## config.mk

```make
export PLATFORM = sky130hd
export DESIGN_NAME = mpmc10_rd_data_collect
export DESIGN_NICKNAME = d
export VERILOG_FILES = /design/src/rtl/mpmc10_pkg.sv /design/src/rtl/mpmc10_rd_watchdog.sv /design/src/rtl/mpmc10_rd_data_collect.sv
export SDC_FILE = /design/constraint.sdc
export NUM_CORES = 1
export LEC_CHECK = 0
export CAP_MARGIN = 20
export CORE_AREA = 2 2 262 264
export DETAILED_ROUTE_END_ITERATION = 10
export DIE_AREA = 0 0 264 266
export PLACE_DENSITY = 0.56
export SLEW_MARGIN = 0
export SYNTH_ARGS = -nofsm -noshare
export SYNTH_HDL_FRONTEND = slang
export SYNTH_SLANG_ARGS = --single-unit
```

## constraint.sdc

```tcl
create_clock -name clk -period 1.8 [get_ports clk]
set_input_delay 0.54 -clock clk [delete_from_list [all_inputs] [get_ports clk]]
set_output_delay 0.54 -clock clk [all_outputs]
set_load 0.03 [all_outputs]
```

## src/rtl/mpmc10_pkg.sv

```systemverilog
// mpmc10_pkg
//   Shared types and constants for the mpmc10 read-data collector:
//   the collector state enum, TRUE/FALSE, the default watchdog limit,
//   and the helper that clamps the requested last-strip index to the
//   line buffer size.
package mpmc10_pkg;

    typedef enum logic [1:0] {
        IDLE    = 2'd0,
        COLLECT = 2'd1,
        DONE    = 2'd2
    } rdc_state_t;

    localparam logic TRUE  = 1'b1;
    localparam logic FALSE = 1'b0;

    localparam int unsigned MPMC10_RD_TIMEOUT_DEF = 255;

    // Requests for more strips than the line holds are truncated to a full line.
    function automatic logic [5:0] clamp_last(input logic [5:0] n,
                                              input logic [5:0] max_idx);
        return (n > max_idx) ? max_idx : n;
    endfunction

endpackage

```

## src/rtl/mpmc10_rd_watchdog.sv

```systemverilog
// mpmc10_rd_watchdog
//   Idle-cycle watchdog for the read-data collector. While enabled, it
//   counts consecutive cycles without a kick. On the TIMEOUT-th such
//   cycle it raises timeout combinationally, so the owner can act on
//   that same edge. The count clears whenever enable is low or kick is high.
// Ports:
//   clk, rst  - clock, synchronous active-high reset
//   enable    - count only while high (collector in COLLECT)
//   kick      - valid read beat; restarts the idle count
//   timeout   - high on the cycle that completes TIMEOUT idle cycles
module mpmc10_rd_watchdog
    import mpmc10_pkg::*;
#(
    parameter int unsigned TIMEOUT = MPMC10_RD_TIMEOUT_DEF
) (
    input  logic clk,
    input  logic rst,
    input  logic enable,
    input  logic kick,
    output logic timeout
);

    localparam int CW = $clog2(TIMEOUT + 1);

    logic [CW-1:0] count;

    assign timeout = enable && !kick && (count == CW'(TIMEOUT - 1));

    // NOTE: sequential state uses non-blocking assignments so every flop
    // samples pre-edge values, independent of statement order.
    always_ff @(posedge clk) begin
        if (rst || !enable || kick) begin
            count <= '0;
        end else if (!timeout) begin
            count <= count + 1'b1;
        end
    end

endmodule

```

## src/rtl/mpmc10_rd_data_collect.sv

```systemverilog
// mpmc10_rd_data_collect
//   Collects MIG read-return strips into a line buffer. A start latches
//   the requesting channel and the index of the last expected strip,
//   clamped to LINE_STRIPS-1. Each valid beat fills slot strip_cnt. The
//   beat that fills the last slot moves the FSM to DONE, which pulses
//   done for one cycle. Protocol violations set a sticky err:
//     - a beat with no burst open;
//     - a beat during DONE;
//     - a start while a burst is in flight.
// Configuration:
//   MPMC10_RD_TIMEOUT_EN - when defined, a watchdog aborts a COLLECT
//   that sees TIMEOUT cycles without a beat. The abort sets err and
//   returns to IDLE without done.
// Ports:
//   clk, rst          - clock, synchronous active-high reset
//   start             - read command accepted (latches num_strips, ch_i)
//   num_strips        - index of the last strip expected
//   ch_i              - requesting channel
//   app_rd_data_valid - MIG read beat valid
//   app_rd_data       - MIG read beat (one strip)
//   line_o            - assembled line, slot k at bits k*DATA_WIDTH
//   ch_o              - channel of the line
//   strip_cnt         - strips received in the current burst (saturates at 63)
//   busy              - FSM not in IDLE
//   done              - one-cycle pulse, line complete
//   err               - sticky protocol error, cleared only by rst
module mpmc10_rd_data_collect
    import mpmc10_pkg::*;
#(
    parameter int          DATA_WIDTH  = 128,
    parameter int          LINE_STRIPS = 4,
    parameter int unsigned TIMEOUT     = MPMC10_RD_TIMEOUT_DEF
) (
    input  logic                            clk,
    input  logic                            rst,
    input  logic                            start,
    input  logic [5:0]                      num_strips,
    input  logic [3:0]                      ch_i,
    input  logic                            app_rd_data_valid,
    input  logic [DATA_WIDTH-1:0]           app_rd_data,
    output logic [DATA_WIDTH*LINE_STRIPS-1:0] line_o,
    output logic [3:0]                      ch_o,
    output logic [5:0]                      strip_cnt,
    output logic                            busy,
    output logic                            done,
    output logic                            err
);

    localparam logic [5:0] LAST_MAX = 6'(LINE_STRIPS - 1);

    rdc_state_t state;
    logic [5:0] last;
    logic [5:0] start_last;
    logic       wd_timeout;

    assign start_last = clamp_last(num_strips, LAST_MAX);
    assign busy       = (state != IDLE);

`ifdef MPMC10_RD_TIMEOUT_EN
    mpmc10_rd_watchdog #(
        .TIMEOUT (TIMEOUT)
    ) u_watchdog (
        .clk     (clk),
        .rst     (rst),
        .enable  (state == COLLECT),
        .kick    (app_rd_data_valid),
        .timeout (wd_timeout)
    );
`else
    assign wd_timeout = FALSE;
`endif

    always_ff @(posedge clk) begin
        if (rst) begin
            // NOTE: line_o is a register bank, not a RAM, and it must read
            // zero after reset, so it is reset along with the control state.
            state     <= IDLE;
            last      <= '0;
            strip_cnt <= '0;
            ch_o      <= '0;
            line_o    <= '0;
            done      <= FALSE;
            err       <= FALSE;
        end else begin
            done <= FALSE;
            case (state)
                IDLE: begin
                    if (start) begin
                        state     <= COLLECT;
                        last      <= start_last;
                        ch_o      <= ch_i;
                        strip_cnt <= '0;
                        // A beat coinciding with start is strip 0 of this burst.
                        if (app_rd_data_valid) begin
                            line_o[0 +: DATA_WIDTH] <= app_rd_data;
                            strip_cnt               <= 6'd1;
                            if (start_last == 6'd0) begin
                                state <= DONE;
                                done  <= TRUE;
                            end
                        end
                    end else if (app_rd_data_valid) begin
                        err <= TRUE;
                    end
                end

                COLLECT: begin
                    if (start) begin
                        err <= TRUE;
                    end
                    if (app_rd_data_valid) begin
                        // strip_cnt never exceeds last (at most LINE_STRIPS-1) here,
                        // so exactly one slot matches.
                        for (int s = 0; s < LINE_STRIPS; s++) begin
                            if (strip_cnt == 6'(s)) begin
                                line_o[s*DATA_WIDTH +: DATA_WIDTH] <= app_rd_data;
                            end
                        end
                        if (strip_cnt != 6'd63) begin
                            strip_cnt <= strip_cnt + 6'd1;
                        end
                        if (strip_cnt == last) begin
                            state <= DONE;
                            done  <= TRUE;
                        end
                    end else if (wd_timeout) begin
                        state <= IDLE;
                        err   <= TRUE;
                    end
                end

                DONE: begin
                    state <= IDLE;
                    if (start || app_rd_data_valid) begin
                        err <= TRUE;
                    end
                end

                default: state <= IDLE;
            endcase
        end
    end

endmodule

```

# ---- Word level (Yosys, flattened, before mapping)
# Cells that the tools add are included.
dict set report op_classes {
  n_reduce_logical 15
  n_eq_ne 16
  muxes 28
  addsub 1
  order_cmp 1
}
# op count
set op_table {}
lappend op_table {{2-to-1 mux 128 bit} 4}
lappend op_table {{case mux 128 bit (2 select lines)} 1}
lappend op_table {{2-to-1 mux 6 bit} 4}
lappend op_table {{inequality test 2 bit, second input constant} 9}
lappend op_table {{== test 6 x 2 -> 1 bit, second input constant} 2}
lappend op_table {{zero test 6 bit} 2}
lappend op_table {{case mux 6 bit (2 select lines)} 1}
lappend op_table {{AND reduction 3 bit} 4}
lappend op_table {{2-to-1 mux 1 bit} 10}
lappend op_table {{2-to-1 mux 2 bit} 5}
lappend op_table {{AND reduction 5 bit} 2}
lappend op_table {{adder 6 x 1 -> 6 bit, second input constant} 1}
lappend op_table {{== test 6 x 1 -> 1 bit, second input constant} 1}
lappend op_table {{== test 6 bit} 1}
lappend op_table {{greater-than comparator 6 x 2 -> 1 bit, second input constant} 1}
lappend op_table {{inequality test 6 bit, second input constant} 1}
lappend op_table {{case mux 2 bit (2 select lines)} 1}
lappend op_table {{AND reduction 4 bit} 1}
lappend op_table {{nonzero test 2 bit} 2}
lappend op_table {{case mux 1 bit (3 select lines)} 1}
lappend op_table {{nonzero test 3 bit} 1}
lappend op_table {{== test 2 x 1 -> 1 bit, second input constant} 1}
lappend op_table {{== test 2 bit, second input constant} 1}
lappend op_table {{zero test 2 bit} 1}
lappend op_table {{3 further kinds} 3}
dict set report word_totals {
  ff_bits 532
  inputBits 142
}

# ---- Depth between registers and ports, before layout
# Gate-level depths: netlist (run 1).
dict set report depth {
  depth_word 7
  mapped_depth 7
  ltp_nobuf 5
}

# ---- Worst setup path after synthesis (run 1)
# OpenSTA, ideal clock, no wires.
dict set report synth_path {
  path_kind {register to register}
  startpoint {reg strip_cnt[2]}
  endpoint {reg line_o[107]}
  stages_incl_launch_ff 8
  t_arrival_ns 1.804
  setup_ns 0.072
  path_slack_ns -0.075
  cell_sequence {dfxtp_1 > buf_6 > nor4_4 > a31oi_1 > nor3_2 > buf_6 > buf_12 > mux2i_1}
}
dict set report synth_between {
  elab_chain_len 3
}
# item line_no
set synth_lines {}
lappend synth_lines {{start, declared} mpmc10_rd_data_collect.sv:43} ;# output logic [5:0] strip_cnt,
lappend synth_lines {{start signal, assigned} mpmc10_rd_data_collect.sv:120} ;# strip_cnt <= strip_cnt + 6'd1;
lappend synth_lines {{zero test 6 bit} mpmc10_rd_data_collect.sv:115} ;# if (strip_cnt == 6'(s)) begin
lappend synth_lines {{inequality test 2 bit (no source line)} n/a}
lappend synth_lines {{AND reduction 5 bit (no source line)} n/a}
lappend synth_lines {{end signal, assigned by index} mpmc10_rd_data_collect.sv:95} ;# line_o[0 +: DATA_WIDTH] <= app_rd_data;
lappend synth_lines {{end signal, assigned by index} mpmc10_rd_data_collect.sv:116} ;# line_o[s*DATA_WIDTH +: DATA_WIDTH] <= app_rd_data;
lappend synth_lines {{end, declared} mpmc10_rd_data_collect.sv:41} ;# output logic [DATA_WIDTH*LINE_STRIPS-1:0] line_o,
# No other way between the ends.
# A chain may end at the register's enable or synchronous reset.

# ---- Worst setup path after layout (run 1)
dict set report layout_path {
  startpoint {reg state[1]}
  endpoint {out busy}
}
dict set report layout_between {
  elab_chain_len 1
}
# item line_no
set layout_lines {}
lappend layout_lines {{start, declared} mpmc10_rd_data_collect.sv:51} ;# rdc_state_t state;
lappend layout_lines {{start signal, assigned} mpmc10_rd_data_collect.sv:77} ;# state <= IDLE;
lappend layout_lines {{start signal, assigned} mpmc10_rd_data_collect.sv:89} ;# state <= COLLECT;
lappend layout_lines {{start signal, assigned} mpmc10_rd_data_collect.sv:98} ;# state <= DONE;
lappend layout_lines {{nonzero test 2 bit} mpmc10_rd_data_collect.sv:57} ;# assign busy = (state != IDLE);
lappend layout_lines {{end, declared} mpmc10_rd_data_collect.sv:44} ;# output logic busy,
# No other way between the ends.

==> flow_metrics.tcl, run 1 <==
set metrics [dict create \
    status "finished with violations" \
    violations "negative setup slack" \
    cts_tree "built" \
    numPortBuffers 666 \
    power_uw 28200 \
    netlist_instances 2336 \
    fin_cells 4013 \
    first_pass_iters 5 \
    path_clk_slew_ns 0.06 \
    pin_count 667 \
    whs_ns 0.264 \
    ys_ff_latch 532 \
    wl_per_cell_um 21.6 \
    layout-drive-gt1-share_pct 37.7 \
    ant_nets 0 \
    cts-root-buf "clkbuf_16" \
    hold_viol 0 \
    switchingPower_uw 7510 \
    min_period_over_period_pct 109 \
    first_global_vias 18035 \
    clock_power_share_pct 42.8 \
    dp_cells 3828 \
    clk_latency_ns 0.60 \
    syn_to_final_growth_pct 57.7 \
    rsz0062_at_grt "true" \
    endpoint_kind "output pin" \
    synthFlopType "dfxtp_1" \
    pwr-share-seq_pct 43.6 \
    ys_types 40 \
    nets 3230 \
    synth_async_sr_flop_share_pct 0 \
    synth-edff-count 0 \
    clk_path_buf_depth 3 \
    row_count 96 \
    grt_use_total_pct 20.5 \
    cp.arrival_ns 1.41 \
    slowest_stage "dfxtp_2" \
    die_y_um 266 \
    antenna_found_initial 0 \
    syn-num-nets 2482 \
    critPathLaunchType "register" \
    skew_ns 0.0192 \
    grt_overflow 0 \
    clock-sinks 532 \
    grt_pass1_wl_um 112000 \
    n_antenna_cell 0 \
    post-place-ws_ns -0.533 \
    yosys_warnings 0 \
    yosysSeqAreaShare_pct 53.4 \
    finalCriticalPeriod_ns 1.95 \
    p_int_uw 20700 \
    cp_max_fo 2 \
    numCtsBuffers 58 \
    worstPathCellList "buf_6 -> or2_4 -> buf_6" \
    swShare_pct 26.6 \
    globalplace.congestion 0.824 \
    drc_errors 0 \
    tightest_slew_ns 0.506 \
    synth_area_um2 19900 \
    fin_ws_ns -0.154 \
    setup_violations 507 \
    coreArea_um2 67700 \
    h-tree-depth 2 \
    max_freq_mhz 512 \
    critPathMaxStageDelay_ns 0.33 \
    vias 19285 \
    hold_class "primary input to register" \
    holdPathStages 2 \
    criticalPathCategory "register to output pin" \
    timing.critical_path.mode_cell "buf_6" \
    p_leak_uw 0.0134 \
    max_cap_viol_count 0 \
    vias_per_cell 4.81 \
    cp.required_ns 1.26 \
    die_w_um 264 \
    initial_utilization_pct 29.4 \
    r2r_cells 9 \
    powerDensity_nw_per_um2 899 \
    die_area_um2 70200 \
    place_hpwl_um 52800 \
    avgSynthCellArea_um2 8.53 \
    grt_max_degree 91 \
    finalMaxSlewViolations 0 \
    p_comb_share_pct 13.6 \
    peakVddDrop_uv 701 \
    relSlewSlack_pct 66.2 \
    totalWireLength_um 86600 \
    detail_route.iter0.violations 1156 \
]
-- per-layer routing --
| metal | part of all wire (%) | GRT usage [%] |
|---|---|---|
| met1 | 42 | 24.6 |
| met2 | 48 | 35.3 |
| met3 | 7.1 | 5.43 |
| met4 | 3.5 | 7.40 |
| met5 | 0 | 0 |
-- metrics by stage --
stage	utilization [%]	area (um2)	setup TNS, ns
floorplan	-	19900	0
global placement	41.8	28300	-196.61
detailed placement	41.8	28300	-212.22
CTS	42.2	28600	-15.03
global route	46.4	31400	-71.79
finish	46.4	31400	-27.46
-- cell type report --
class                           count  area (um2)
Clock inverter                     22         229
Sequential cell                   532       10700
Multi-Input combinational cell   1627       10100
Timing Repair Buffer              861        7580
Tap cell                          882        1100
Fill cell                        6549       36300
Clock buffer                       85        1690
Inverter                            4        15.0
-- power by group through the flow --
stage                     Clock (uW)  Sequential, uW  Combinational, uW
final                          12100           12300               3840
after global routing           12800           12300               4030
after CTS                      12300           12300               3660
after detailed placement           0           12600               3530
after global placement             0           12600               3490
after floorplan                    0           13200               1180
-- flip-flops by register name, indices dropped and copies added, names as in the netlist --
signal / flops
line_o: 512
last: 6
strip_cnt: 6
ch_o: 4
state: 2
done: 1
err: 1
-- layout by cell type (no fill, tap or decap), types with 8 or more instances in the layout --
master,count
clkbuf_16,92
dfxtp_1,524
clkbuf_1,14
buf_8,8
mux2i_1,125
buf_4,75
buf_6,26
nand2_2,22
a21oi_2,184
buf_12,62
nand2_4,133
a21oi_1,207
clkinv_2,12
clkdlybuf4s50_1,140
or2b_1,20
nand2b_1,239
clkbuf_8,12
buf_2,476
nor2_1,11
buf_16,18
nand2_1,625
clkdlybuf4s15_2,22
-- kinds of logic after synthesis --
family                     Yosys count  share of synthesized area, %
AOI/OAI and AO/OA                  402                          10.4
xor gates and xnor gates             9                         0.395
adders and majority gates            4                         0.251
buffers and inverters              177                          4.80
DFF                                532                          53.4
muxes                              128                          6.43
and+or+nand+nor                   1084                          24.3
-- cell usage after synthesis, types with 3 or more instances --
master,count,area share (%)
nor2_1,11,0.21
clkbuf_1,110,2.1
and3_2,4,0.15
buf_2,47,1.2
a21oi_1,391,9.8
nand3_1,6,0.15
nor3_1,5,0.13
buf_6,3,0.17
and2_1,4,0.13
xnor2_1,6,0.26
xor2_1,3,0.13
nand2_1,780,15
ha_1,4,0.25
inv_1,4,0.075
nand2b_1,239,7.5
dfxtp_1,532,53
mux2i_1,128,6.4
buf_12,13,1.3
or2b_1,20,0.75
-- worst paths after layout --
check,from,end,slack (ns)
max reg2reg,strip_cnt[2],line_o[288],-0.13
min reg2reg,line_o[198],line_o[198],0.45
min,rst,line_o[238],0.26
max,state[1],busy,-0.15
-- worst max-delay path: cells and delay by family, from the launching register on --
kind | cells | cell delay, ns
flops | 1 | 0.33
buf+inv | 2 | 0.25
simple gates | 1 | 0.23
-- timing repair --
item                                    4_1_cts  5_1_grt
resized for setup                          2516      515
gates cloned                                 11       44
pin swaps                                     2      218
hold buffers                                  0        0
setup buffers                                19       18
endpoints found under the setup margin      544      533
Power figures use the tool's default switching activity.
==> run 2: changes to the inputs <==
- ABC_CLOCK_PERIOD_IN_PS: not set -> 1800
- SLEW_MARGIN: 0 -> 15
==> results of run 2 <==
Same layout as run 1: the final DEF is identical, and so are final timing and power.
==> run 3: changes to the inputs <==
- HOLD_SLACK_MARGIN: not set -> 0.03
==> results of run 3 <==
Same layout as run 1: the final DEF is identical, and so are final timing and power.
==> patch 1, RTL diff (config.mk and constraints of run 2) <==
The option `MPMC10_RD_TIMEOUT_EN` is turned on by a define.
--- a/src/rtl/mpmc10_rd_data_collect.sv
+++ b/src/rtl/mpmc10_rd_data_collect.sv
@@ -24,6 +24,8 @@
 //   busy              - FSM not in IDLE
 //   done              - one-cycle pulse, line complete
 //   err               - sticky protocol error, cleared only by rst
+`define MPMC10_RD_TIMEOUT_EN
+
 module mpmc10_rd_data_collect
     import mpmc10_pkg::*;
 #(
Function: not settled (the Yosys comparison gave no result); the edit may change what the design does.
==> patch 1 against run 2 <==
The run still ends with negative setup slack left. Design area increased by 2.1%. Sequential cell count up 8. Count of clock-buffer cells in the layout is 5 higher. Total power increased by 4.8%. Area after synthesis rose by 2.2%. Setup slack got worse by 0.016 ns. Combinational power grew 2%. Routed wire length rose by 0.10%. Highest routed layer is now met5.
==> patch 1: results (changes against run 2) <==
outcome: "finished, violations left"
violations: "negative setup slack"
place_ws_ns: -0.5341  # -0.001473 ns
cp-startpoint: "strip_cnt[5]"
drive_above_1_share_pct: 37.03  # -0.63 points
post_cts_buffers: 24  # +5
grt_usage_pct: 20.88  # +0.35 points
dp_hpwl_um: 54110  # +2.5%
arrival_ns: 2.51  # +1.10 ns
grt_util_met1_pct: 24.47  # -0.11 points
syn_inst: 2386  # +2.1%
ir_drop_uv: 704.3  # +0.48%
setup_violations: 399  # -21%
grt_util_met3_pct: 7.458  # +2.0 points
slowest_delay_ns: 0.36  # +0.03 ns
post_cts_resized: 2500  # -0.64%
ys_top_cells_by_area: "dfxtp_1 53%, nand2_1 14%, a21oi_1 9.7%"
dp_cells: 3869  # +1.1%
r2r_cells: 8  # -1
clock_latency_ns: 0.62  # +0.02 ns
p_leak_nw: 13.63  # +1.4%
internal_power_w: 0.02201  # +6.2%
top_layer: "met5"
grtUsageMet2_pct: 35.46  # +0.14 points
grt_pass1_wl_um: 113600  # +1.5%
synth.net_count: 2534  # +2.1%
vias: 19500  # +1.1%
setup_ws_ns: -0.1698  # -0.01561 ns
drt_iter0_drc: 1261  # +9.1%
first_global_vias: 18230  # +1.1%
post_dp_cell_area_um2: 28690  # +1.4%
antenna_found_initial: 3  # +3
crit_path_max_fanout: 9  # +7
cp-endpoint: "line_o[250]"
grt_max_degree: 83  # -8.8%
routed-wl-met2_um: 42830  # +4.0%
finClkSkew_ns: 0.02063  # +0.001463 ns
dr_wl_met3_um: 6938  # +12%
place_congestion: 0.8641  # +4.9%
reg_top3: "line_o: 512 flops, u_watchdog.count: 8 flops"
-- patch 1: cell types whose count changed in the layout (fill, tap and decap cells not counted), sizes merged, moves of 5 or more --
cell,change
dfxtp,+8
clkbuf,+9
xor2,+6
nand2b,+19
or2b,-20
buf,+15
nor2,+9
clkdlybuf4s15,-17
clkinv,-5
nand2,+5
bufinv,+5
nand3,+6
-- patch 1: cell families (layout without fill, tap and decap cells) --
kind of cell               Yosys count  in the layout  synth area share [%]
AOI/OAI and AO/OA                  411            411                 10.38
muxes                              130            130                 6.385
and+or+nand+nor                   1109           1109                 24.23
DFF                                540            540                 53.05
xor gates and xnor gates            11             11                0.4728
adders and majority gates            6              6                0.3684
buffers and inverters              179            980                 5.108
-- patch 1: cell type report --
type | count | area [um^2]
Timing Repair Buffer | 865 | 7721
Tap cell | 882 | 1104
Clock buffer | 90 | 1795
Inverter | 5 | 18.77
Multi-Input combinational cell | 1667 | 10280
Sequential cell | 540 | 10840
Clock inverter | 20 | 334.1
Fill cell | 6496 | 35650
-- patch 1: worst min-delay path by stage --
stage / start / endpoint / slack [ns]
final: rst / line_o[404] / 0.31
after global routing: rst / line_o[153] / 0.30
after CTS: rst / line_o[404] / 0.28
after detailed placement: line_o[203] / line_o[203] / 0.45
after global placement: line_o[304] / line_o[304] / 0.44
after floorplan: last[2] / last[2] / 0.45
-- patch 1: power by group through the flow --
| stage | clock (W) | sequential (W) | combinational [W] |
|---|---|---|---|
| finish | 0.0132 | 0.0125 | 0.00390 |
| global route | 0.0140 | 0.0125 | 0.00409 |
| CTS | 0.0135 | 0.0125 | 0.00353 |
| detailed placement | 0 | 0.0128 | 0.00358 |
| global placement | 0 | 0.0128 | 0.00355 |
| floorplan | 0 | 0.0134 | 0.00122 |
==> patch 2, RTL diff (flow settings as in run 2) <==
Made on the original files. Make the reset (`rst`) asynchronous in one clocked block. Comments in the files are not updated.
--- a/src/rtl/mpmc10_rd_data_collect.sv
+++ b/src/rtl/mpmc10_rd_data_collect.sv
@@ -70,7 +70,7 @@
     assign wd_timeout = FALSE;
 `endif
 
-    always_ff @(posedge clk) begin
+    always_ff @(posedge clk or posedge rst) begin
         if (rst) begin
             // NOTE: line_o is a register bank, not a RAM, and it must read
             // zero after reset, so it is reset along with the control state.
Check against the original RTL: not equivalent (a bounded check fails within 4 cycles, from zero or initial values and one cycle with rst high; the reset may be asserted at any time).
==> patch 2 against run 2 <==
The flow still finishes with violations (negative setup slack). Area after synthesis increased by 8.2%. Die area unchanged. Routed wire length decreased by 20%. Sequential cell count unchanged. Core utilization decreased by 1.0 points. Setup slack got worse by 0.067 ns. Hold slack improved by 0.14 ns. First-iteration DRC count decreased by 48%. Design area decreased by 2.2%. Highest routed layer unchanged.
Power is not compared: it rests on default switching activity, and its combinational part moved more than twofold at a synthesized area within 25%.
==> patch 2: results (changes against run 2) <==
crit_path_max_fanout: 2  # unchanged
synth_warnings: 0  # unchanged
post_cts_buffers: 11  # -8
post_dp_cell_area_um2: 30150  # +6.6%
crit_slowest_cell: "dfrtp_1"
antenna_found_initial: 1  # +1
dp_cells: 2792  # -27%
drtPass1Iterations: 7  # +2
grt_pass1_wl_um: 98900  # -12%
setup_violations: 512  # +0.99%
post_cts_resized: 2489  # -1.1%
cts.path.max_buffers: 3  # unchanged
cts.clk_slew.worst_paths_ns: 0.06  # about the same
hp-class: "in -> async"
root_buffer: "clkbuf_16"
final_cells: 2940  # -27%
place_congestion: 0.8058  # -2.2%
maxCapViolCount: 0  # unchanged
first_global_vias: 14400  # -20%
drt_iter0_drc: 601  # -48%
outcome: "finished, violations left"
synth_cell_type_count: 39  # -2.5%
drive_above_1_share_pct: 62.52  # +25 points
ir_drop_uv: 1098
grt_max_degree: 65  # -29%
io_buffers: 666  # unchanged
setup_ws_ns: -0.2215  # -0.06728 ns
ys_seq_area_share_pct: 61.74  # +8.3 points
ys_top_cells_by_area: "dfrtp_1 62%, mux2_4 24%, mux2_2 7.6%"
finClkSkew_ns: 0.01405  # -0.005122 ns
crit_family: "flip-flops"
place_ws_ns: -0.4803  # +0.05233 ns
vias_per_cell: 4.544  # -5.4%
wire_per_inst_um: 23.60  # +9.4%
layout.nets: 2162  # -33%
p_leak_nw: 15.85
synth.net_count: 1332  # -46%
slowest_delay_ns: 0.39  # +0.06 ns
cts_made_buffers: 58  # unchanged
relSlewSlack_pct: 75.00  # +8.8 points
reg_top3: "line_o: 512 flops, last: 6 flops, strip_cnt: 6 flops"
grt_usage_pct: 18.54  # -2.0 points
htree_levels: 2  # unchanged
ys_top_cells_by_count: "532 x dfrtp_1, 346 x mux2_4, 145 x mux2_2, 53 x buf_6, 25 x mux2_1"
synth.avg_cell_area_um2: 18.18  # +110%
dp_hpwl_um: 49080  # -7.1%
arrival_ns: 1.48  # +0.07 ns
tns_ns: -68.55  # -41.09 ns
violations: "negative setup slack"
async_flop_share_pct: 100.0  # +100 points
clock_latency_ns: 0.60  # about the same
[patch 2: report_power, final]
group	internal, W	switching (W)	total (W)
Clock	0.00686	0.00489	0.0117
Sequential	0.0179	0.00328	0.0212
Combinational	0.0145	0.0204	0.0349
Total	0.0393	0.0286	0.0678
[patch 2: final cells by class]
type | count | area [um^2]
Antenna cell | 1 | 2.502
Clock buffer | 83 | 1677
Tap cell | 882 | 1104
Timing Repair Buffer | 829 | 6716
Multi-Input combinational cell | 590 | 7706
Sequential cell | 532 | 13310
Clock inverter | 18 | 181.4
Fill cell | 6171 | 37020
Inverter | 5 | 22.52
[patch 2: routing by layer]
layer  part of all wire, %  up-vias  wire length [um]  global-route usage [%]
met4                   3.5        0              2442                   7.141
met1                    40     6969             27490                   22.61
met5                     0        -                 0                       0
met3                   6.0      114              4173                   4.464
met2                    51      409             35290                   31.74
li1                      -     5867                 -                       -
[patch 2: worst paths after layout]
check                          start     endpoint  slack [ns]  cells past startpoint
min reg2reg                line_o[4]    line_o[4]        0.49                      1
min in group clk           line_o[4]    line_o[4]        0.49                      1
max                         state[0]         busy       -0.22                      3
max reg2reg                 state[0]   line_o[62]       -0.20                      7
min                              rst  line_o[170]        0.41                      3
max in group asynchronous        rst  line_o[270]        0.88                      4
[patch 2: cell families after synthesis]
family / count (synthesis) / share of synthesized area (%)
xor gates and xnor gates: 6 / 0.2437
DFF: 532 / 61.74
adders and majority gates: 4 / 0.2321
buffers and inverters: 64 / 3.023
and+or+nand+nor: 39 / 1.027
AOI/OAI and AO/OA: 23 / 0.6731
muxes: 518 / 33.06
[patch 2: worst reg2reg max path: stages, from the launching register on]
cell	delay (ns)
dfrtp_1	0.39
buf_4	0.13
nor2b_2	0.17
and3_1	0.19
o21ai_4	0.24
buf_12	0.20
buf_12	0.20
mux2_2	0.37
